### src/rtl/mdu_pkg.sv
// rtl/mdu_pkg.sv - op and FSM encodings shared by the multiply/divide unit
package mdu_pkg;

    localparam int MDU_ITER = 32;

    localparam logic [1:0] OP_MULT  = 2'b00;
    localparam logic [1:0] OP_MULTU = 2'b01;
    localparam logic [1:0] OP_DIV   = 2'b10;
    localparam logic [1:0] OP_DIVU  = 2'b11;

    localparam logic [1:0] S_IDLE = 2'b00;
    localparam logic [1:0] S_RUN  = 2'b01;
    localparam logic [1:0] S_FIX  = 2'b10;
    localparam logic [1:0] S_DONE = 2'b11;

    function automatic logic opIsSigned(input logic [1:0] op);
        return ~op[0];
    endfunction

    function automatic logic opIsDiv(input logic [1:0] op);
        return op[1];
    endfunction

endpackage

### src/rtl/mdu_if.sv
// rtl/mdu_if.sv - command, MTHI/MTLO and HI/LO result bundle of the multiply/divide unit
interface mdu_if import mdu_pkg::*; #(parameter int WIDTH = MDU_ITER);
    logic             start;
    logic [1:0]       op;
    logic [WIDTH-1:0] src_a;
    logic [WIDTH-1:0] src_b;
    logic             hi_we;
    logic             lo_we;
    logic [WIDTH-1:0] wdata;
    logic             busy;
    logic             done;
    logic [WIDTH-1:0] hi;
    logic [WIDTH-1:0] lo;

    modport master (output start, op, src_a, src_b, hi_we, lo_we, wdata,
                    input  busy, done, hi, lo);
    modport slave  (input  start, op, src_a, src_b, hi_we, lo_we, wdata,
                    output busy, done, hi, lo);
endinterface

### src/rtl/mdu_sign_fix.sv
// rtl/mdu_sign_fix.sv - conditional negation of two words, separately or as one 2*WIDTH value
module mdu_sign_fix import mdu_pkg::*; #(parameter int WIDTH = MDU_ITER) (
    input  logic [WIDTH-1:0] inHi,
    input  logic [WIDTH-1:0] inLo,
    input  logic             negHi,
    input  logic             negLo,
    input  logic             wide,
    output logic [WIDTH-1:0] outHi,
    output logic [WIDTH-1:0] outLo
);
    logic [2*WIDTH-1:0] wideVal;

    // In wide mode negHi alone controls negation of the whole {inHi, inLo} product.
    always_comb begin
        wideVal = {inHi, inLo};
        outHi   = inHi;
        outLo   = inLo;
        if (wide) begin
            if (negHi) begin
                wideVal = -wideVal;
            end
            outHi = wideVal[2*WIDTH-1:WIDTH];
            outLo = wideVal[WIDTH-1:0];
        end else begin
            if (negHi) begin
                outHi = -inHi;
            end
            if (negLo) begin
                outLo = -inLo;
            end
        end
    end
endmodule

### src/rtl/mult_div_unit.sv
// rtl/mult_div_unit.sv - iterative MULT/MULTU/DIV/DIVU with HI/LO, one result bit per cycle
module mult_div_unit import mdu_pkg::*; #(parameter int WIDTH = MDU_ITER) (
    input  logic clk,
    input  logic rst_n,
    mdu_if.slave bus
);
    localparam int CW = $clog2(WIDTH);
    localparam logic [CW-1:0] CNT_LAST = CW'(WIDTH - 1);

    logic [1:0]         state;
    logic [CW-1:0]      cnt;
    logic               isDiv;
    logic               negHi;
    logic               negLo;
    logic               divZero;
    logic [WIDTH-1:0]   operand;
    logic [WIDTH-1:0]   rawA;
    logic [WIDTH-1:0]   hiReg;
    logic [WIDTH-1:0]   loReg;
    logic [2*WIDTH-1:0] acc;

    logic               signA;
    logic               signB;
    logic               startDiv;
    logic [WIDTH-1:0]   absA;
    logic [WIDTH-1:0]   absB;
    logic [WIDTH-1:0]   fixHi;
    logic [WIDTH-1:0]   fixLo;
    logic [WIDTH:0]     addA;
    logic [WIDTH:0]     addB;
    logic [WIDTH:0]     sum;
    logic               qBit;

    assign signA    = opIsSigned(bus.op) & bus.src_a[WIDTH-1];
    assign signB    = opIsSigned(bus.op) & bus.src_b[WIDTH-1];
    assign startDiv = opIsDiv(bus.op);

    mdu_sign_fix #(.WIDTH(WIDTH)) uEntry (
        .inHi(bus.src_a), .inLo(bus.src_b), .negHi(signA), .negLo(signB), .wide(1'b0),
        .outHi(absA), .outLo(absB)
    );

    mdu_sign_fix #(.WIDTH(WIDTH)) uExit (
        .inHi(acc[2*WIDTH-1:WIDTH]), .inLo(acc[WIDTH-1:0]), .negHi(negHi), .negLo(negLo),
        .wide(~isDiv), .outHi(fixHi), .outLo(fixLo)
    );

    // Shared adder: multiply adds the multiplicand into the high half; divide subtracts
    // the divisor from the partial remainder shifted left with the next dividend bit.
    always_comb begin
        addA = isDiv ? acc[2*WIDTH-1:WIDTH-1] : {1'b0, acc[2*WIDTH-1:WIDTH]};
        addB = isDiv ? ~{1'b0, operand} : (acc[0] ? {1'b0, operand} : '0);
        sum  = addA + addB + {{WIDTH{1'b0}}, isDiv};
        qBit = ~sum[WIDTH];
    end

    always_ff @(posedge clk or negedge rst_n) begin
        if (!rst_n) begin
            state   <= S_IDLE;
            cnt     <= '0;
            isDiv   <= 1'b0;
            negHi   <= 1'b0;
            negLo   <= 1'b0;
            divZero <= 1'b0;
            operand <= '0;
            rawA    <= '0;
            hiReg   <= '0;
            loReg   <= '0;
            acc     <= '0;
        end else begin
            case (state)
                S_IDLE: begin
                    cnt <= '0;
                    if (bus.start) begin
                        state   <= S_RUN;
                        isDiv   <= startDiv;
                        rawA    <= bus.src_a;
                        divZero <= startDiv && (bus.src_b == '0);
                        if (startDiv) begin
                            negHi   <= signA;
                            negLo   <= signA ^ signB;
                            acc     <= {{WIDTH{1'b0}}, absA};
                            operand <= absB;
                        end else begin
                            negHi   <= signA ^ signB;
                            negLo   <= 1'b0;
                            acc     <= {{WIDTH{1'b0}}, absB};
                            operand <= absA;
                        end
                    end else begin
                        if (bus.hi_we) hiReg <= bus.wdata;
                        if (bus.lo_we) loReg <= bus.wdata;
                    end
                end
                S_RUN: begin
                    cnt <= cnt + 1'b1;
                    if (isDiv) begin
                        acc <= {(qBit ? sum[WIDTH-1:0] : acc[2*WIDTH-2:WIDTH-1]),
                                acc[WIDTH-2:0], qBit};
                    end else begin
                        acc <= {sum, acc[WIDTH-1:1]};
                    end
                    if (cnt == CNT_LAST) begin
                        state <= S_FIX;
                    end
                end
                S_FIX: begin
                    state <= S_DONE;
                    hiReg <= divZero ? rawA : fixHi;
                    loReg <= divZero ? '1 : fixLo;
                end
                default: begin
                    state <= S_IDLE;
                end
            endcase
        end
    end

    assign bus.busy = (state == S_RUN) || (state == S_FIX);
    assign bus.done = (state == S_DONE);
    assign bus.hi   = hiReg;
    assign bus.lo   = loReg;
endmodule

### src/flat_wrapper.sv
// flat-port wrapper written by rule: the top's interface ports become plain ports
module mult_div_unit_flat import mdu_pkg::*;
#(parameter int WIDTH = MDU_ITER)
  (clk, rst_n, bus_start, bus_op, bus_src_a, bus_src_b, bus_hi_we, bus_lo_we, bus_wdata, bus_busy, bus_done, bus_hi, bus_lo);
  mdu_if #(.WIDTH(WIDTH)) bus_i ();
  input  logic clk;
  input  logic rst_n;
  input wire logic [$bits(bus_i.start)-1:0] bus_start;
  input wire logic [$bits(bus_i.op)-1:0] bus_op;
  input wire logic [$bits(bus_i.src_a)-1:0] bus_src_a;
  input wire logic [$bits(bus_i.src_b)-1:0] bus_src_b;
  input wire logic [$bits(bus_i.hi_we)-1:0] bus_hi_we;
  input wire logic [$bits(bus_i.lo_we)-1:0] bus_lo_we;
  input wire logic [$bits(bus_i.wdata)-1:0] bus_wdata;
  output wire logic [$bits(bus_i.busy)-1:0] bus_busy;
  output wire logic [$bits(bus_i.done)-1:0] bus_done;
  output wire logic [$bits(bus_i.hi)-1:0] bus_hi;
  output wire logic [$bits(bus_i.lo)-1:0] bus_lo;
  assign bus_i.start = bus_start;
  assign bus_i.op = bus_op;
  assign bus_i.src_a = bus_src_a;
  assign bus_i.src_b = bus_src_b;
  assign bus_i.hi_we = bus_hi_we;
  assign bus_i.lo_we = bus_lo_we;
  assign bus_i.wdata = bus_wdata;
  assign bus_busy = bus_i.busy;
  assign bus_done = bus_i.done;
  assign bus_hi = bus_i.hi;
  assign bus_lo = bus_i.lo;
  mult_div_unit #(.WIDTH(WIDTH)) u_core (.clk(clk), .rst_n(rst_n), .bus(bus_i));
endmodule
### config.mk
export PLATFORM = sky130hd
export DESIGN_NAME = mult_div_unit_flat
export DESIGN_NICKNAME = d
export VERILOG_FILES = /design/src/rtl/mdu_pkg.sv /design/src/rtl/mdu_if.sv /design/src/rtl/mdu_sign_fix.sv /design/src/rtl/mult_div_unit.sv /design/src/flat_wrapper.sv
export SDC_FILE = /design/constraint.sdc
export NUM_CORES = 1
export LEC_CHECK = 0
export ABC_AREA = 1
export CORE_MARGIN = 2
export CORE_UTILIZATION = 28
export CTS_BUF_LIST = sky130_fd_sc_hd__clkbuf_16
export DETAILED_ROUTE_END_ITERATION = 8
export DONT_BUFFER_PORTS = 1
export PLACE_DENSITY_LB_ADDON = 0.1
export SYNTH_ARGS = -nofsm -noshare
export SYNTH_HDL_FRONTEND = slang
export SYNTH_HIERARCHICAL = 1
export SYNTH_SLANG_ARGS = --single-unit
### constraint.sdc
create_clock -name clk -period 9.5 [get_ports clk]
set_clock_uncertainty 0.15 [all_clocks]
set_input_delay 2.375 -clock clk [delete_from_list [all_inputs] [get_ports clk]]
set_output_delay 2.375 -clock clk [all_outputs]
set_load 0.03 [all_outputs]
==> metrics.txt, run 1 <==
maxcap violations 0; Hold Vio Cnt, Final 0; Syn Std Cell Area 19,400 um2; # rows 96; Fill cells 7,828; TritonRoute pass-1 iters 6; Slew @ Worst Pin 1080 ps; fin. max-slew vios 0; sequential cell area 5086 um2; largest net degree at the start of global routing 204; Clock Latency Late Sink 590 ps; R2R Setup Slk 4610 ps; crit path time final 4893 ps; Ys Warns 6; core region area 68,590 um2; Achievable Freq 204.4 MHz; worst setup margin 4607 ps; final period utilization 0.5151; PwrDens 377.9 nW/um2; iteration-0 DRC count of the detailed router 1,903; number of synthesized register bits 203; clock buffer depth 3; GPL Wtd Cong 0.9888; clk slew on worst S/H paths 60 ps; grt ovf 0; Post-CTS Hold Fix Bufs 0; die area 71,410 um2; DIE HEIGHT 267.2 um; syn_area_per_cell 6.035 um2; worst hold start u_core/rawA[0]; Reg2Reg Depth 17; Mapped Cells 3,215; area leader, netlist dfrtp_1; Crit. End Element register; Synth Flop Type dfrtp_1; DR vias/cell 5.035; layout cell share with drive strength beyond 1 0.06342; HP Class register to register; CTS resizes 0; max_slew headroom 0.2791; Initial Utilization 0.2829; critical path peak fanout 79; EDFF count, synth 0; post-route ant nets 0; Layout area overhead 7.520%; Die Wd 267.2 um; Worst Hold Path Cells 2; postcts setup bufs 0; Critical Path RT 9810 ps; Final Setup Violations 0; Clock Sink Count 203; hpwl dp 69,410 um; ys async rst share 1.000; LEAKAGE 0.01019 uW; dpl ws 4634 ps; top cells by area, synth dfrtp_1, nand2_1, inv_1; I/O pin count 169; status completed; gr usage total 0.2384; WL final 86,800 um; VDD IR-drop max 0.0001873 V; global-route wire length before repair 127,600 um; number of distinct standard cells referenced by the synthesized netlist 47; CP startpoint kind register; footprint of the multi-input gates 12,030 um2; # DRC 0; worst r2r src u_core/isDiv; unrepaired setup endpoints after global routing no; drt wl/cell 21.33 um; CP Class register to register; DR vias 20.49k; H-tree levels 1; share of the synthesized area in the top cell type 0.2618; TritonCTS clock tree done; Root Buffer clkbuf_16; Mapped Nets 3,363; Hold Path Sink u_core/rawA[0]; worst reg2reg path endpoint u_core/acc[63]; Fin Setup TNS 0 ps; Post-layout nets 3,269; vias in the first global route 19.09k; Seq/Total Area, Yosys 0.2618; IO Port Bufs 0; CP Data Arrival Time 5200 ps; initial antenna violation count 0; CTS buffer count 27
-- report_power, final --
group	switching (uW)	leakage (uW)	internal, uW
Clock	439	0.000401	515
Sequential	992	0.00238	1270
Combinational	3170	0.00740	1500
-- placed cells by master (no fill, tap or decap), drive strengths merged, types with 31 or more instances in the layout --
master | netlist | routed
nor2 | 397 | 397
inv | 441 | 446
ha | 43 | 43
a31oi | 35 | 35
o21a | 64 | 64
o22ai | 31 | 31
nand2 | 1055 | 1055
xor2 | 58 | 58
dfrtp | 203 | 203
nand3 | 242 | 242
o211ai | 50 | 50
o21ai | 231 | 231
a21oi | 110 | 110
-- Yosys cell counts (all sizes together), types with 3 or more instances --
cell type	number
ha	43
xnor2	23
and3	10
dfrtp	203
nand3	242
o21bai	5
buf	66
nand3b	16
inv	441
nand4	17
a21oi	110
nor4	8
clkbuf	73
and2	13
o22ai	31
o211ai	50
xor2	58
or2	3
o21a	64
o21ai	231
nor3	10
nor2	397
a31oi	35
nand2	1055
-- stage by stage --
step	cells	util	hold slack, ps	power (uW)	area, um2
6_report	4070	0.3041	339.3	7883	20860
5_1_grt	4069	0.3041	371.8	8531	20860
4_1_cts	4069	0.3041	341.9	7905	20860
3_5_place_dp	4023	0.2926	324.1	6925	20070
3_3_place_gp	4023	0.2926	321.1	6902	20070
2_1_floorplan	3215	-	299.5	5419	19400
-- worst max path at each step --
stage / startpoint / to / slack (ps) / cells past startpoint
finish: u_core/isDiv / u_core/acc[63] / 4610 / 17
global route: u_core/isDiv / u_core/acc[44] / 4310 / 15
CTS: u_core/isDiv / u_core/acc[45] / 4710 / 15
detailed placement: bus_start / u_core/bus.hi[10] / 4630 / 6
global placement: u_core/isDiv / u_core/acc[45] / 4630 / 15
floorplan: bus_src_a[0] / u_core/acc[8] / 5550 / 15
-- sequential cells by signal, indices dropped and copies added, names as in the netlist --
signal and cells:
u_core/state 2, u_core/rawA 32, u_core/cnt 5, u_core/divZero 1, u_core/negHi 1, u_core/negLo 1
u_core/operand 32, u_core/bus.hi 32, u_core/acc 64, u_core/bus.lo 32, u_core/isDiv 1
-- per-layer routing --
layer  share of wire  GRT usage
met5               0          0
met3           0.053    0.02041
met2            0.45     0.3832
met1            0.47     0.3416
met4           0.028    0.06134
-- critical path, cell delays in order (launching register included) --
cell and delay [ps]:
dfrtp_4 950, inv_4 370, buf_4 430, o21ai_0 840
ha_1 470, or2_2 330, nand3_1 90, nand2_1 150
nand2_1 100, nand2_1 160, nand2_1 130, nand2_1 60
nand2_1 80, nand2_1 90, nand3_2 80, nand2_1 60
nand2_1 50, nand2_1 70
-- logic make-up after synthesis --
kind of cell,count (synthesis),share of synthesized area
AO/OA/AOI/OAI,530,0.1586
XOR/XNOR,81,0.03657
adder cells (fa/ha/maj),45,0.02980
buffers and inverters,582,0.1194
flip-flops,203,0.2618
other,1,0.0001933
AND/OR/NAND/NOR,1773,0.3936
-- layout make-up --
cell class,count,share of cell area
Multi-Input combinational cell,2430,0.5769
Sequential cell,203,0.2438
Inverter,443,0.07983
Tap cell,931,0.05584
Clock buffer,27,0.03239
Timing Repair Buffer,16,0.005758
Clock inverter,19,0.005338
Antenna cell,1,0.0001200
(Power assumes the default switching activity.)
==> run 2: changes to the inputs <==
==> constraint.sdc (replaced) <==
create_clock -name clk -period 4.6 [get_ports clk]
set_clock_uncertainty 0.15 [all_clocks]
set_input_delay 1.15 -clock clk [delete_from_list [all_inputs] [get_ports clk]]
set_output_delay 1.15 -clock clk [all_outputs]
set_load 0.03 [all_outputs]
==> run 2 against run 1 <==
Maximum frequency rose by 29%. Hold slack lost 230 ps. Register-to-register slack lost 3800 ps. Design area rose by 0.58%. Sequential power grew 100%. Combinational power increased by 110%. Flip-flop and latch count unchanged. Critical endpoint is now u_core/acc[46]. Power rose by 110%.
==> metrics.txt, run 2 (synthesis results as in run 1) <==
P_int 6882 uW; CP startpoint kind register; Critical Path Source u_core/isDiv; crit path time final 3790 ps; sequential cell area 5086 um2; commonest non-fill, non-tap cell in the layout nand2_1; WL final 88,100 um; die area 71,410 um2; I/O pin count 169; Post-CTS Hold Fix Bufs 0; CP most frequent cell nand2_1; fin. max-slew vios 0; initial antenna violation count 0; Clock Latency Late Sink 580 ps; critical path peak fanout 55; PwrDens 783.4 nW/um2; core region area 68,590 um2; max_slew headroom 0.2676; LEAKAGE 0.01026 uW; post-route ant nets 0; Reg power frac 0.277; Layout area overhead 8.145%; maxcap violations 0; worst r2r src u_core/isDiv; TritonRoute pass-1 iters 6; iteration-0 DRC count of the detailed router 1,632; status completed; Reg2Reg Depth 21; dpl ws 814.2 ps; CP max stage cell dfrtp_4; Die Wd 267.2 um; grt ovf 0; Ant. Diodes 0; Crit. End Element register; Switching Fraction 0.5813; DR vias/cell 5.030; design area 20,980 um2; gr usage total 0.2415; Initial Utilization 0.2829; CTS resizes 0; Critical Path RT 4900 ps; unrepaired setup endpoints after global routing no; vias in the first global route 19.54k; # DRC 0; Cell Count Post-Placement 4,039; Clk pwr share 0.118; HP Class input pin to asynchronous set/reset pin; CTS buffer count 26; Net Sw Power 9555 uW; GPL Wtd Cong 0.9469; Comb pwr share 0.605; CP Class register to register; H-tree levels 1; Util after Layout 0.3059; Final Setup Violations 0; Clock Sink Count 203; delay of the slowest cell on the worst path 500 ps; layout cell share with drive strength beyond 1 0.06749; largest net degree at the start of global routing 204; TritonCTS clock tree done; Hold Vio Cnt, Final 0; Cell Area, Placed 20,190 um2; IO Port Bufs 0; final period utilization 0.8239; Top reg by flops u_core/acc; worst setup margin 810.3 ps; Achievable Freq 263.9 MHz; global-route wire length before repair 129,800 um; Root Buffer clkbuf_16; Fill cells 7,846; DR vias 20.56k; hpwl dp 71,100 um; drt wl/cell 21.56 um; VDD IR-drop max 0.0004987 V; clk slew on worst S/H paths 60 ps; # rows 96; Fin Setup TNS 0 ps; Largest register FFs 64; clock buffer depth 3; critical-path cell list inv_4, buf_4, nand2_1, nand2_1, fa_1, inv_1, fa_1, inv_1, nand2_1, nand2_1, nand3_2, nand2_2, nand2_2, nand2_2, nand2_4, nand3_2, nand2_8, nand2_2, nand3_2, nand2_1, nand2_1; most frequent cells in the layout nand2_1, inv_1, nor2_1; CP Data Arrival Time 4090 ps; Finished Layout Cells 4,087; postcts setup bufs 0; Post-layout nets 3,284; footprint of the multi-input gates 12,030 um2; DIE HEIGHT 267.2 um; Slew @ Worst Pin 1097 ps
[run 2: layout make-up]
cell class              instances  area share
clock buffers                  26     0.03101
clock inverters                22    0.006679
inverters                     443     0.07937
multi-input cells            2430      0.5736
flip-flops and latches        203      0.2424
well taps                     931     0.05552
repair buffers                 32     0.01145
[run 2: through the flow]
stage	power, uW	hold WS [ps]
2_1_floorplan	11190	299.5
3_3_place_gp	14420	314.6
3_5_place_dp	14450	345.0
4_1_cts	16440	87.09
5_1_grt	17770	92.73
6_report	16440	110.6
[run 2: worst paths after layout]
path | to | slack (ps)
min reg2reg | u_core/rawA[0] | 360
min | u_core/bus.lo[11] | 110
max in group asynchronous | u_core/isDiv | 3700
max | u_core/acc[46] | 810
max reg2reg | u_core/acc[46] | 810
min in group clk | u_core/rawA[0] | 360
[run 2: worst max-delay path: cells and delay by family, from the launching register on]
family                   cells  cell delay (ps)
adder cells (fa/ha/maj)      2              650
buffers and inverters        4              840
flip-flops                   1              500
AND/OR/NAND/NOR             15             1490
[run 2: power groups by stage]
stage	clock network, uW	logic, uW	registers (uW)
floorplan	0	7410	3790
global placement	0	9840	4580
detailed placement	0	9880	4570
CTS	1980	9920	4540
global route	2070	11100	4630
finish	1940	9940	4550
[run 2: routing by layer]
| metal | part of all wire | GRT usage | vias to the layer above |
|---|---|---|---|
| li1 | - | - | 10029 |
| met1 | 0.48 | 0.3464 | 9833 |
| met2 | 0.45 | 0.3877 | 613 |
| met3 | 0.048 | 0.02317 | 83 |
| met4 | 0.023 | 0.05800 | 0 |
| met5 | 0 | 0 | - |
